### src/rtl/seq_divider.sv
// Restoring shift-subtract divider producing one quotient bit per clock, with start/done handshake.
// Optional signed (two's complement) mode is enabled with the DIVIDER_SIGNED_EN macro.
module seq_divider #(
    parameter int unsigned WIDTH = 8
) (
    input  logic             clk,
    input  logic             rst,
    input  logic             start,
    input  logic [WIDTH-1:0] dividend,
    input  logic [WIDTH-1:0] divisor,
    output logic             busy,
    output logic             done,
    output logic [WIDTH-1:0] quotient,
    output logic [WIDTH-1:0] remainder,
    output logic             div_by_zero,
    output logic             overflow
);

    localparam int unsigned CW = $clog2(WIDTH);

    typedef enum logic [1:0] {IDLE, RUN, DONE} state_e;

    state_e           state_q, state_d;
    logic [CW-1:0]    cnt_q, cnt_d;
    logic [WIDTH-1:0] rem_q, rem_d;
    logic [WIDTH-1:0] dvd_q, dvd_d;
    logic [WIDTH-1:0] dvs_q, dvs_d;
    logic [WIDTH-1:0] quotient_q, quotient_d;
    logic [WIDTH-1:0] remainder_q, remainder_d;
    logic             busy_q, busy_d;
    logic             done_q, done_d;
    logic             dbz_q, dbz_d;

    logic [WIDTH:0]   rem_ext;
    logic [WIDTH:0]   diff;
    logic             q_bit;
    logic [WIDTH-1:0] rem_next;
    logic [WIDTH-1:0] dvd_next;
    logic [WIDTH-1:0] q_final;
    logic [WIDTH-1:0] r_final;
    logic [WIDTH-1:0] dvd_cap;
    logic [WIDTH-1:0] dvs_cap;
    logic             accept;

`ifdef DIVIDER_SIGNED_EN
    localparam logic [WIDTH-1:0] MIN_VAL = {1'b1, {(WIDTH-1){1'b0}}};

    logic qneg_q, qneg_d;
    logic rneg_q, rneg_d;
    logic ovf_pend_q, ovf_pend_d;
    logic ovf_q, ovf_d;

    // Run the unsigned core on magnitudes; signs are restored when the result is registered.
    always_comb begin
        dvd_cap = dividend[WIDTH-1] ? WIDTH'(0) - dividend : dividend;
        dvs_cap = divisor[WIDTH-1]  ? WIDTH'(0) - divisor  : divisor;
        q_final = qneg_q ? WIDTH'(0) - dvd_next : dvd_next;
        r_final = rneg_q ? WIDTH'(0) - rem_next : rem_next;
    end
`else
    always_comb begin
        dvd_cap = dividend;
        dvs_cap = divisor;
        q_final = dvd_next;
        r_final = rem_next;
    end
`endif

    // One restoring step: shift in the next dividend bit and trial-subtract.
    always_comb begin
        rem_ext  = {rem_q, dvd_q[WIDTH-1]};
        diff     = rem_ext - {1'b0, dvs_q};
        q_bit    = ~diff[WIDTH];
        rem_next = q_bit ? diff[WIDTH-1:0] : rem_ext[WIDTH-1:0];
        dvd_next = {dvd_q[WIDTH-2:0], q_bit};
        accept   = start && (state_q != RUN);
    end

    always_comb begin
        state_d     = state_q;
        cnt_d       = cnt_q;
        rem_d       = rem_q;
        dvd_d       = dvd_q;
        dvs_d       = dvs_q;
        quotient_d  = quotient_q;
        remainder_d = remainder_q;
        dbz_d       = dbz_q;
        busy_d      = 1'b0;
        done_d      = 1'b0;
`ifdef DIVIDER_SIGNED_EN
        qneg_d      = qneg_q;
        rneg_d      = rneg_q;
        ovf_pend_d  = ovf_pend_q;
        ovf_d       = ovf_q;
`endif
        case (state_q)
            RUN: begin
                rem_d = rem_next;
                dvd_d = dvd_next;
                if (cnt_q == CW'(0)) begin
                    state_d     = DONE;
                    quotient_d  = q_final;
                    remainder_d = r_final;
                    dbz_d       = 1'b0;
`ifdef DIVIDER_SIGNED_EN
                    ovf_d       = ovf_pend_q;
`endif
                end else begin
                    cnt_d = cnt_q - CW'(1);
                end
            end
            default: begin
                state_d = IDLE;
                if (accept) begin
                    rem_d = '0;
                    dvd_d = dvd_cap;
                    dvs_d = dvs_cap;
`ifdef DIVIDER_SIGNED_EN
                    qneg_d     = dividend[WIDTH-1] ^ divisor[WIDTH-1];
                    rneg_d     = dividend[WIDTH-1];
                    ovf_pend_d = (dividend == MIN_VAL) && (divisor == '1);
`endif
                    if (divisor == '0) begin
                        // Divide by zero skips the core and reports immediately.
                        state_d     = DONE;
                        quotient_d  = '1;
                        remainder_d = dividend;
                        dbz_d       = 1'b1;
`ifdef DIVIDER_SIGNED_EN
                        ovf_d       = 1'b0;
`endif
                    end else begin
                        state_d = RUN;
                        cnt_d   = CW'(WIDTH - 1);
                    end
                end
            end
        endcase
        busy_d = (state_d == RUN);
        done_d = (state_d == DONE);
    end

    always_ff @(posedge clk) begin
        if (rst) begin
            state_q     <= IDLE;
            cnt_q       <= '0;
            rem_q       <= '0;
            dvd_q       <= '0;
            dvs_q       <= '0;
            quotient_q  <= '0;
            remainder_q <= '0;
            busy_q      <= 1'b0;
            done_q      <= 1'b0;
            dbz_q       <= 1'b0;
`ifdef DIVIDER_SIGNED_EN
            qneg_q      <= 1'b0;
            rneg_q      <= 1'b0;
            ovf_pend_q  <= 1'b0;
            ovf_q       <= 1'b0;
`endif
        end else begin
            state_q     <= state_d;
            cnt_q       <= cnt_d;
            rem_q       <= rem_d;
            dvd_q       <= dvd_d;
            dvs_q       <= dvs_d;
            quotient_q  <= quotient_d;
            remainder_q <= remainder_d;
            busy_q      <= busy_d;
            done_q      <= done_d;
            dbz_q       <= dbz_d;
`ifdef DIVIDER_SIGNED_EN
            qneg_q      <= qneg_d;
            rneg_q      <= rneg_d;
            ovf_pend_q  <= ovf_pend_d;
            ovf_q       <= ovf_d;
`endif
        end
    end

    assign busy        = busy_q;
    assign done        = done_q;
    assign quotient    = quotient_q;
    assign remainder   = remainder_q;
    assign div_by_zero = dbz_q;
`ifdef DIVIDER_SIGNED_EN
    assign overflow    = ovf_q;
`else
    assign overflow    = 1'b0;
`endif

endmodule
### config.mk
export PLATFORM = sky130hd
export DESIGN_NAME = seq_divider
export DESIGN_NICKNAME = d
export VERILOG_FILES = /design/src/rtl/seq_divider.sv
export SDC_FILE = /design/constraint.sdc
export NUM_CORES = 1
export LEC_CHECK = 0
export BUFFER_PORTS_ARGS = -buffer_cell sky130_fd_sc_hd__buf_2
export CORE_MARGIN = 10
export CORE_UTILIZATION = 30
export DETAILED_ROUTE_END_ITERATION = 10
export MAX_ROUTING_LAYER = met4
export PLACE_DENSITY = 0.54
export REMOVE_ABC_BUFFERS = 1
export SYNTH_ARGS = -nofsm -noshare
export SYNTH_HDL_FRONTEND = slang
export SYNTH_SLANG_ARGS = --single-unit
### constraint.sdc
create_clock -name clk -period 6.09 [get_ports clk]
set_input_delay 0.609 -clock clk [delete_from_list [all_inputs] [get_ports clk]]
set_output_delay 0.609 -clock clk [all_outputs]
set_load 0.03 [all_outputs]
# Word-level counts from Yosys, hierarchy flattened
# Cells that the tools add are included.
[totals]
regBits = 48
in_bits = 19
out_inout_bits = 20
wordCells = 54
[classes]
n_addsub = 2
eq_ne = 7
mux = 25
n_bitwise = 2
reduce_logical = 8
[ops]
columns = ["cell", "count"]
rows = [
  ["$mux 8", 13],
  ["$mux 3", 4],
  ["$sub 9x8->9", 1],
  ["$logic_not 8->1", 1],
  ["$mux 2", 4],
  ["$reduce_and 3->1", 2],
  ["$eq 2x1->1 const B", 2],
  ["$mux 1", 4],
  ["$ne 2x1->1 const B", 2],
  ["$ne 2x2->1 const B", 2],
  ["$reduce_bool 2->1", 2],
  ["$logic_not 3->1", 1],
  ["$sub 3x1->3 const B", 1],
  ["$eq 2x2->1 const B", 1],
  ["$not 1->1", 2],
  ["$reduce_and 2->1", 1],
  ["$logic_and 1x1->1", 1],
]

# Depth between registers and ports, before layout
# Gate-level depths: netlist of run 1.
[depth]
depth_word = 5
ltp_mapped = 10
mapped_depth_nobuf = 9

# Worst setup path after synthesis of run 1
# Ideal clock, no wire load.
[synth_timing]
path_type = "reg-to-reg"
start = "register dvd_q[7]"
end = "register remainder_q[3] (netlist: remainder[3])"
setup_time_ns = 0.131
arrival_time_ns = 1.979
required_ns = 5.959
path_slack_ns = 3.980
path_stages_with_launch = 11
path_buffers = 1
synth_period_minus_slack_ns = 2.110
cell_sequence = "dfxtp_1 -> inv_1 -> ha_1 -> inv_1 -> fa_1 -> a211oi_2 -> o211a_1 -> o211ai_4 -> buf_2 -> a22oi_1 -> o31ai_1"
[synth_via]
elab_chain_len = 4
[synth_rtl]
columns = ["item", "line_no", "rtl"]
rows = [
  ["start, declared", "26", "logic [WIDTH-1:0] dvd_q, dvd_d;"],
  ["start signal, assigned", "165", "dvd_q <= dvd_d;"],
  ["$sub 9x8->9", "72", "diff = rem_ext - {1'b0, dvs_q};"],
  ["$mux 8", "74", "rem_next = q_bit ? diff[WIDTH-1:0] : rem_ext[WIDTH-1:0];"],
  ["$mux 8", "100", "if (cnt_q == CW'(0)) begin"],
  ["$mux 8", "96", "case (state_q)"],
  ["end signal, assigned", "168", "remainder_q <= remainder_d;"],
  ["end, declared", "29", "logic [WIDTH-1:0] remainder_q, remainder_d;"],
]
# No other way between the ends. The select of a mux whose other input is x is not followed.
# A chain may end at the register's enable or synchronous reset.

# Final worst setup path of run 1
[layout_timing]
start = "register cnt_q[0]"
end = "register remainder_q[0] (netlist: remainder[0])"
[layout_via]
elab_chain_len = 3
[layout_rtl]
columns = ["item", "line_no", "rtl"]
rows = [
  ["start, declared", "24", "logic [CW-1:0] cnt_q, cnt_d;"],
  ["start signal, assigned", "163", "cnt_q <= cnt_d;"],
  ["$logic_not 3->1", "100", ""],
  ["$ne 2x2->1 (no line)", "--", ""],
  ["$reduce_and 3->1 (no line)", "--", ""],
]
# No other way between the ends.

==> reports/summary.txt, run 1 <==
total track usage = 0.106
Bufs on Longest Clock Path = 2
Final period util = 0.431
Clock Latency Late Sink = 290 ps
CTS root buffer = clkbuf_8
Peak VDD IR = 0.000112 V
flops & latches, synth = 48
Starting Density = 0.308
TritonCTS Sinks = 48
RSZ-0062 raised after global routing = no
DRT iter0 DRCs = 80
outcome = complete, no violations
Int Power = 0.000559 W
leak pwr = 1.21 nW
final setup vio count = 0
Synth Flop Type = dfxtp_1
via count = 2,196
power density cells = 295 nW/µm²
final core occ = 0.350
clk slew on worst S/H paths = 90 ps
Post-CTS Setup Bufs = 0
Hold-fix buffers, CTS = 0
worst endpoint data arrival time = 2820 ps
Crit path largest cell delay = 920 ps
crit start category = flop
final instance area = 2870 µm²
post-DP HPWL = 4950 µm
wire length per cell = 15.4 µm
Async S/R FF share, synth = 0
Setup Skew = 2.74 ps
Final TNS setup = 0 ps
Crit. End Element = flop
hold crit path type = reg -> reg
Cells after Synth = 298
Yosys warning total = 0
antenna-violating nets left = 0
# DRC = 0
htree depth = 2
Die Y = 112 µm
initial antenna violation count = 0
Final Critical Period = 2630 ps
# resized after CTS = 0
final std cells w/o fill = 431
gpl congestion = 0.817
Die X = 112 µm
sequential fraction of the synthesis area = 0.380
total grt overflow = 0
post-synth cell types = 60
placed cell count = 423
clock share of power = 0.272
Slew HR = 0.219
Area after DPL = 2770 µm²
area delta synth->final = 13.7%
first-pass GRT wire length = 11,100 µm
critical-path cell list = inv_1 > ha_1 > nor4bb_1 > a41o_2 > o21ai_0 > a2bb2oi_1 > o41ai_1
vias per cell = 5.10
I/O Buffers = 37
NumNets Final = 355
share of power burned in registers = 0.423
CP max FO = 25
Max Clock Freq = 381 MHz
Core Region = 8220 µm²
Crit Path Class = reg -> reg
die area = 12,500 µm²
layout cell share with drive strength beyond 1 = 0.166
Routed WL = 6640 µm
max-cap violation count = 0
Mapped Area = 2530 µm²
number of global-route vias before repair = 2,187
Post-synth EDFFs = 0
Worst Max-Slew Pin Slew = 1160 ps
Pwr Total = 0.000848 W
CTS tree = done
Top Ports = 39
ant diodes = 0
Pins Over Slew Limit = 0
endpoints failing hold = 0
pin count of the biggest net entering global routing = 39
Comb power frac = 0.305
Crit-path slowest cell = nor4bb_1
row count = 33
DRT Pass-1 Iters = 4
Synth Area per Inst = 8.48 µm²
Critical Path RT = 6280 ps
Net Sw Power = 0.000289 W
sw frac = 0.341
CTS Buf Count = 5
[Yosys cell counts (all sizes together), types with 3 or more instances]
master  count  share of area
o21ai      13          0.026
nor3        3         0.0059
nor2       28          0.042
a311oi      4          0.014
ha         10          0.050
nand2      39          0.059
dfxtp      48           0.38
mux2i      13          0.051
clkbuf     10          0.015
buf         8          0.019
a21o        3         0.0089
o211ai      3          0.016
nand2b      4         0.0099
o31ai       3         0.0089
inv        18          0.027
xor2        3          0.010
nand3       4         0.0079
and2        3         0.0074
a211oi     20          0.061
a21oi      22          0.044
[placed cells by master, fill, tap and decap left out, types with 3 or more instances in the layout]
master and count:
nor3_1 3, nand3_1 4, xor2_1 3, mux2i_1 13, nor2_1 28, and2_1 3
clkbuf_8 5, o31ai_1 3, ha_1 10, o21ai_1 4, a21oi_1 22, a211oi_1 19
buf_2 37, o21ai_0 9, nand2b_1 4, inv_1 18, a311oi_1 4, a21o_1 3
dfxtp_1 48, nand2_1 38
[sequential cells by signal, summed over array words and instances (netlist names), 2 cells and up]
register / count
remainder: 8
rem_q: 8
dvd_q: 8
quotient: 8
state_q: 2
cnt_q: 3
dvs_q: 8
[critical path: cells and delay by family (launching register included)]
family / cells / cell delay, ps
AOI/OAI and AO/OA: 4 / 990
DFF: 1 / 330
adders and majority gates: 1 / 190
buffers and inverters: 1 / 80
and+or+nand+nor: 1 / 920
[stage by stage]
step / worst slack (ps) / hold WS [ps]
after floorplan: 3840 / 430
after global placement: 3510 / 445
after detailed placement: 3490 / 450
after CTS: 3470 / 462
after global routing: 3090 / 484
final: 3460 / 458
[final timing paths]
check                  to  slack, ps      from  cells after the start
max          remainder[0]       3460  cnt_q[0]                      7
min              dvs_q[5]        460  dvs_q[5]                      2
max reg2reg  remainder[0]       3460  cnt_q[0]                      7
min reg2reg      dvs_q[5]        460  dvs_q[5]                      2
[cell families after synthesis]
logic type / after synthesis / synth area share
DFF: 48 / 0.380
adders and majority gates: 11 / 0.0574
and+or+nand+nor: 93 / 0.172
AOI/OAI and AO/OA: 90 / 0.255
other: 1 / 0.00148
xor gates and xnor gates: 5 / 0.0173
buffers and inverters: 36 / 0.0604
muxes: 14 / 0.0559
[metal layers]
metal	track usage	routed length, µm
met1	0.135	3260
met2	0.168	3050
met3	0.0268	314
met4	0.0129	12
met5	-	0
[cell type report]
type	count	area, µm²
Timing Repair Buffer	38	193
Inverter	18	67.6
Fill cell	869	5340
Multi-Input combinational cell	214	1410
Sequential cell	48	961
Clock inverter	2	35.0
Tap cell	105	131
Clock buffer	6	72.6
[power by group through the flow]
| stage | clock [W] | combinational (W) | sequential (W) |
|---|---|---|---|
| 2_1_floorplan | 0 | 0.000171 | 0.000383 |
| 3_3_place_gp | 0 | 0.000256 | 0.000366 |
| 3_5_place_dp | 0 | 0.000260 | 0.000366 |
| 4_1_cts | 0.000234 | 0.000261 | 0.000359 |
| 5_1_grt | 0.000248 | 0.000289 | 0.000363 |
| 6_report | 0.000231 | 0.000259 | 0.000359 |
(Power assumes the default switching activity.)
==> run 2, diff against run 1 <==
Settings changed: ABC_AREA set to 1, PLACE_DENSITY 0.54 to 0.53.
Clock period 6.09 ns to 2.5 ns, I/O delays scaled along.
==> run 2 against run 1 <==
Critical endpoint unchanged. Largest cell class unchanged. Non-clock buffer count grew 2. Design area grew 2.9%. Critical path depth grew 6. Clock-buffer cell count is the same. Power grew 120%. Hold slack lost 240 ps. Synthesized cell count grew 27%. Critical path type unchanged. Via count grew 6.0%. Core utilization shrank 0.74 points. Clock skew grew 3.3 ps.
==> reports/summary.txt, run 2 <==
outcome = complete, no violations
hold crit path type = in -> reg
layout cell share with drive strength beyond 1 = 0.183
Peak VDD IR = 0.000301 V
flops & latches, synth = 48
NumNets Final = 439
post-DP HPWL = 4760 µm
Top Ports = 39
Clock Latency Late Sink = 300 ps
Final Critical Period = 1970 ps
total grt overflow = 0
Crit Path Class = reg -> reg
Post-CTS Setup Bufs = 0
power density cells = 634 nW/µm²
Async S/R FF share, synth = 0
vias per cell = 4.50
area leader, netlist = dfxtp_1
Core Region = 8640 µm²
initial antenna violation count = 0
worst r2r path cells = 13
max-cap violation count = 0
Crit. End Element = flop
endpoints failing hold = 0
TritonCTS Sinks = 48
final instance area = 2960 µm²
Critical Path RT = 2760 ps
Starting Density = 0.306
leak pwr = 1.63 nW
Place WS = 531 ps
CTS root buffer = clkbuf_8
gpl congestion = 0.774
# resized after CTS = 0
Hold-fix buffers, CTS = 0
sequential fraction of the synthesis area = 0.363
final setup vio count = 0
Reg2Reg Capture Point = remainder[0]
Pwr Total = 0.00188 W
first-pass GRT wire length = 10,700 µm
Crit. Startpoint = dvd_q[7]
Synth Area per Inst = 7.02 µm²
pin count of the biggest net entering global routing = 29
DRT Pass-1 Iters = 4
htree depth = 2
post-synth top area share = 0.363
post-synth cell types = 34
total track usage = 0.101
Crit path largest cell delay = 410 ps
row count = 34
most frequent cells after synthesis = nand2_1 (78), inv_1 (67), dfxtp_1 (48)
register-to-register setup slack = 530 ps
crit start category = flop
top cells by area, synth = dfxtp_1 (36%), nand2_1 (11%), inv_1 (9.5%)
placed cell count = 510
CTS Buf Count = 5
Worst setup endpoint = remainder[0]
Max Clock Freq = 508 MHz
antenna-violating nets left = 0
final std cells w/o fill = 517
Setup Skew = 6.08 ps
Crit-path slowest cell = fa_1
I/O Buffers = 37
worst reg2reg startpoint = dvd_q[7]
commonest cells after routing, fill and taps aside = nand2_1 (78), inv_1 (67), dfxtp_1 (48)
Post-synth EDFFs = 0
ant diodes = 0
Final TNS setup = 0 ps
number of global-route vias before repair = 2,354
worst endpoint data arrival time = 2220 ps
clk slew on worst S/H paths = 80 ps
# DRC = 0
Routed WL = 6060 µm
top-count cell post-synth = nand2_1
Synth Flop Type = dfxtp_1
Cells after Synth = 377
Pins Over Slew Limit = 0
Die X = 114 µm
CTS tree = done
wire length per cell = 11.7 µm
Die Y = 114 µm
Final period util = 0.788
RSZ-0062 raised after global routing = no
commonest non-fill, non-tap cell in the layout = nand2_1
die area = 13,000 µm²
worst setup margin = 531 ps
Mapped Area = 2650 µm²
Yosys warning total = 0
area delta synth->final = 11.7%
critical-path cell list = inv_1 > ha_1 > inv_1 > fa_1 > nand2_1 > nand2_1 > nand3_2 > nand3_1 > nand2_4 > nand3_2 > nand3_1 > nand2_1 > inv_1
DRT iter0 DRCs = 93
CP max FO = 9
via count = 2,327
Bufs on Longest Clock Path = 2
Area after DPL = 2880 µm²
[run 2: cell types whose count changed after synthesis, sizes merged, moves of 9 or more]
cell / previous run / this run
a21oi: 22 / 31
nand2: 39 / 83
a211oi: 20 / 0
nand3: 4 / 41
mux2i: 13 / 0
inv: 18 / 72
[run 2: cells by family (layout without fill, tap and decap cells)]
kind of cell / count (synthesis) / count (layout) / synth area share
AND/OR/NAND/NOR: 164 / 164 / 0.295
buffers and inverters: 87 / 119 / 0.144
AO/OA/AOI/OAI: 63 / 63 / 0.132
flip-flops: 48 / 48 / 0.363
adder cells (fa/ha/maj): 11 / 11 / 0.0548
XOR/XNOR: 3 / 3 / 0.00993
other: 1 / 1 / 0.00142
[run 2: worst min path at each step]
| stage | start | end | slack, ps | depth (start not counted) |
|---|---|---|---|---|
| detailed placement | quotient[4] | quotient[4] | 430 | 2 |
| floorplan | rst | div_by_zero | 320 | 1 |
| CTS | divisor[0] | dvs_q[0] | 210 | 3 |
| global route | divisor[0] | dvs_q[0] | 240 | 3 |
| finish | divisor[0] | dvs_q[0] | 220 | 3 |
| global placement | quotient[4] | quotient[4] | 430 | 2 |
[run 2: power breakdown]
group	internal, W	total (W)	switching [W]
Combinational	0.000191	0.000573	0.000382
Sequential	0.000833	0.000866	0.0000336
Clock	0.000191	0.000436	0.000245
Total	0.00121	0.00188	0.000661
[run 2: metrics by stage]
step | hold slack (ps) | utilization
final | 215 | 0.342
after global routing | 239 | 0.342
after CTS | 206 | 0.342
after detailed placement | 435 | 0.333
after global placement | 432 | 0.333
after floorplan | 319 | -
[run 2: critical path: cells and delay by family, from the launching register on]
kind	cells	cell delay, ps
AND/OR/NAND/NOR	8	870
adder cells (fa/ha/maj)	2	540
flip-flops	1	330
buffers and inverters	3	170
[run 2: layout make-up]
type	instances	area, µm²
Clock inverter	1	5.00
Inverter	72	270
Fill cell	950	5680
Sequential cell	48	961
Tap cell	108	135
Clock buffer	6	72.6
Timing Repair Buffer	40	208
Multi-Input combinational cell	242	1310
[run 2: metal layers]
layer / share of wire / GRT usage / up-vias
li1: - / - / 1245
met4: 0.011 / 0.0292 / 0
met3: 0.029 / 0.0226 / 7
met5: 0 / - / -
met1: 0.49 / 0.123 / 1041
met2: 0.47 / 0.164 / 34
==> run 3, diff against run 2 <==
Clock period 2.5 ns to 1.9 ns, I/O delays scaled along.
==> run 3 against run 2 <==
Via count grew 6.3%. Critical path type unchanged. Largest cell class unchanged. Global-route usage increased by 0.73 points. Power increased by 51%. Core utilization is 4.2 points higher. Clock-buffer cell count fell by 1. Routed wire length rose by 17%. Final cell count up 1.9%. Register-to-register slack got worse by 510 ps. Sequential share of layout area shrank 3.5 points. Flip-flop and latch count is the same. Non-clock buffer count rose by 9. Hold slack got worse by 65 ps.
==> reports/summary.txt, run 3 (synthesized netlist as in run 2, its figures left out) <==
I/O Buffers = 37
commonest cells after routing, fill and taps aside = nand2_1 (74), inv_1 (65), dfxtp_1 (45)
number of global-route vias before repair = 2,426
row count = 34
DRT Pass-1 Iters = 5
leak pwr = 1.75 nW
hold path depth = 3
crit start category = flop
final-layout fill cell count = 888
area delta synth->final = 25.5%
hold crit path type = in -> reg
endpoints failing hold = 0
Crit Path Class = reg -> reg
Setup Skew = 3.78 ps
TritonCTS Sinks = 48
Pwr Total = 0.00283 W
Max Clock Freq = 532 MHz
Top Ports = 39
DRT iter0 DRCs = 85
Crit. End Element = flop
CP max FO = 5
final setup vio count = 0
CTS tree = done
# DRC = 0
post-DP HPWL = 5020 µm
die area = 13,000 µm²
Core Region = 8640 µm²
Critical Path RT = 2110 ps
Die Y = 114 µm
via count = 2,474
Final period util = 0.989
Starting Density = 0.306
wire length per cell = 13.4 µm
Pins Over Slew Limit = 0
clk slew on worst S/H paths = 90 ps
htree depth = 2
total grt overflow = 0
initial antenna violation count = 0
pin count of the biggest net entering global routing = 29
Peak VDD IR = 0.000371 V
NumNets Final = 450
Final Critical Period = 1880 ps
ant diodes = 0
power density cells = 853 nW/µm²
first-pass GRT wire length = 11,500 µm
Routed WL = 7070 µm
Bufs on Longest Clock Path = 2
CTS Buf Count = 5
vias per cell = 4.69
Die X = 114 µm
total track usage = 0.108
worst endpoint data arrival time = 2090 ps
layout cell share with drive strength beyond 1 = 0.279
RSZ-0062 raised after global routing = yes
gpl congestion = 0.828
worst r2r path cells = 14
max-cap violation count = 0
commonest non-fill, non-tap cell in the layout = nand2_1
CTS root buffer = clkbuf_8
antenna-violating nets left = 0
final instance area = 3320 µm²
Area after DPL = 2920 µm²
Clock Latency Late Sink = 300 ps
outcome = complete, no violations
-- run 3: changes by cell type in the layout (fill, tap and decap cells not counted), moves of 4 or more --
cell     before  now
nand3_1      32   13
nand3_2       9   20
buf_4         3   12
nand3_4       0    8
nand2_1      78   74
-- run 3: power breakdown --
group | total, W | switching [W] | internal, W
clock | 0.000717 | 0.000338 | 0.000378
sequential | 0.00115 | 0.0000516 | 0.00110
combinational | 0.000967 | 0.000637 | 0.000331
-- run 3: worst paths after layout --
kind	slack [ps]	start	to
setup / recovery	20	dvd_q[7]	remainder[3]
hold / removal	150	divisor[0]	dvs_q[0]
hold reg to reg	450	quotient[6]	quotient[6]
setup reg to reg	20	dvd_q[7]	remainder[3]
-- run 3: critical path: stages, from the launching register on --
cell	delay (ps)
dfxtp_2	340
inv_2	60
ha_4	130
inv_4	40
fa_2	370
nand2_2	90
nand2_4	70
nand3_4	110
nand2_4	90
nand2_4	130
nand2_8	90
nand3_2	90
nand3_1	90
nand2_1	70
inv_1	30
-- run 3: through the flow --
stage / instances / TNS [ps] / util / hold slack, ps / setup slack, ps
final: 527 / 0 / 0.385 / 150 / 20.1
after CTS: 523 / 0 / 0.352 / 146 / 7.19
after global placement: 516 / 0 / 0.339 / 429 / 55.1
after global routing: 527 / -1040 / 0.385 / 156 / -88.7
after floorplan: 362 / -30.1 / - / 259 / -6.02
after detailed placement: 516 / -10.1 / 0.339 / 435 / -5.50
-- run 3: cell type report --
type	instances	area, µm²	share of cell area
inverters	72	273	0.0821
clock buffers	5	68.8	0.0207
clock inverters	1	30.0	0.00904
multi-input cells	244	1570	0.474
repair buffers	49	275	0.0829
well taps	108	135	0.0407
flip-flops and latches	48	965	0.291
-- run 3: routing by layer --
metal  vias to the layer above  GRT usage  part of all wire  routed length [µm]
met1                      1151      0.128              0.45                3160
met4                         0     0.0234             0.014                 101
met5                         -          -                 0                   0
met3                         9     0.0236             0.044                 313
li1                       1265          -                 -                   -
met2                        49      0.184              0.49                3500
-- run 3: what timing repair did --
action                                  4_1_cts  5_1_grt
hold buffers                                  0        0
cloned                                        1        1
gates resized for setup                       3       48
buffers inserted                              0        3
pin swaps                                     3       19
endpoints found under the setup margin       10       18
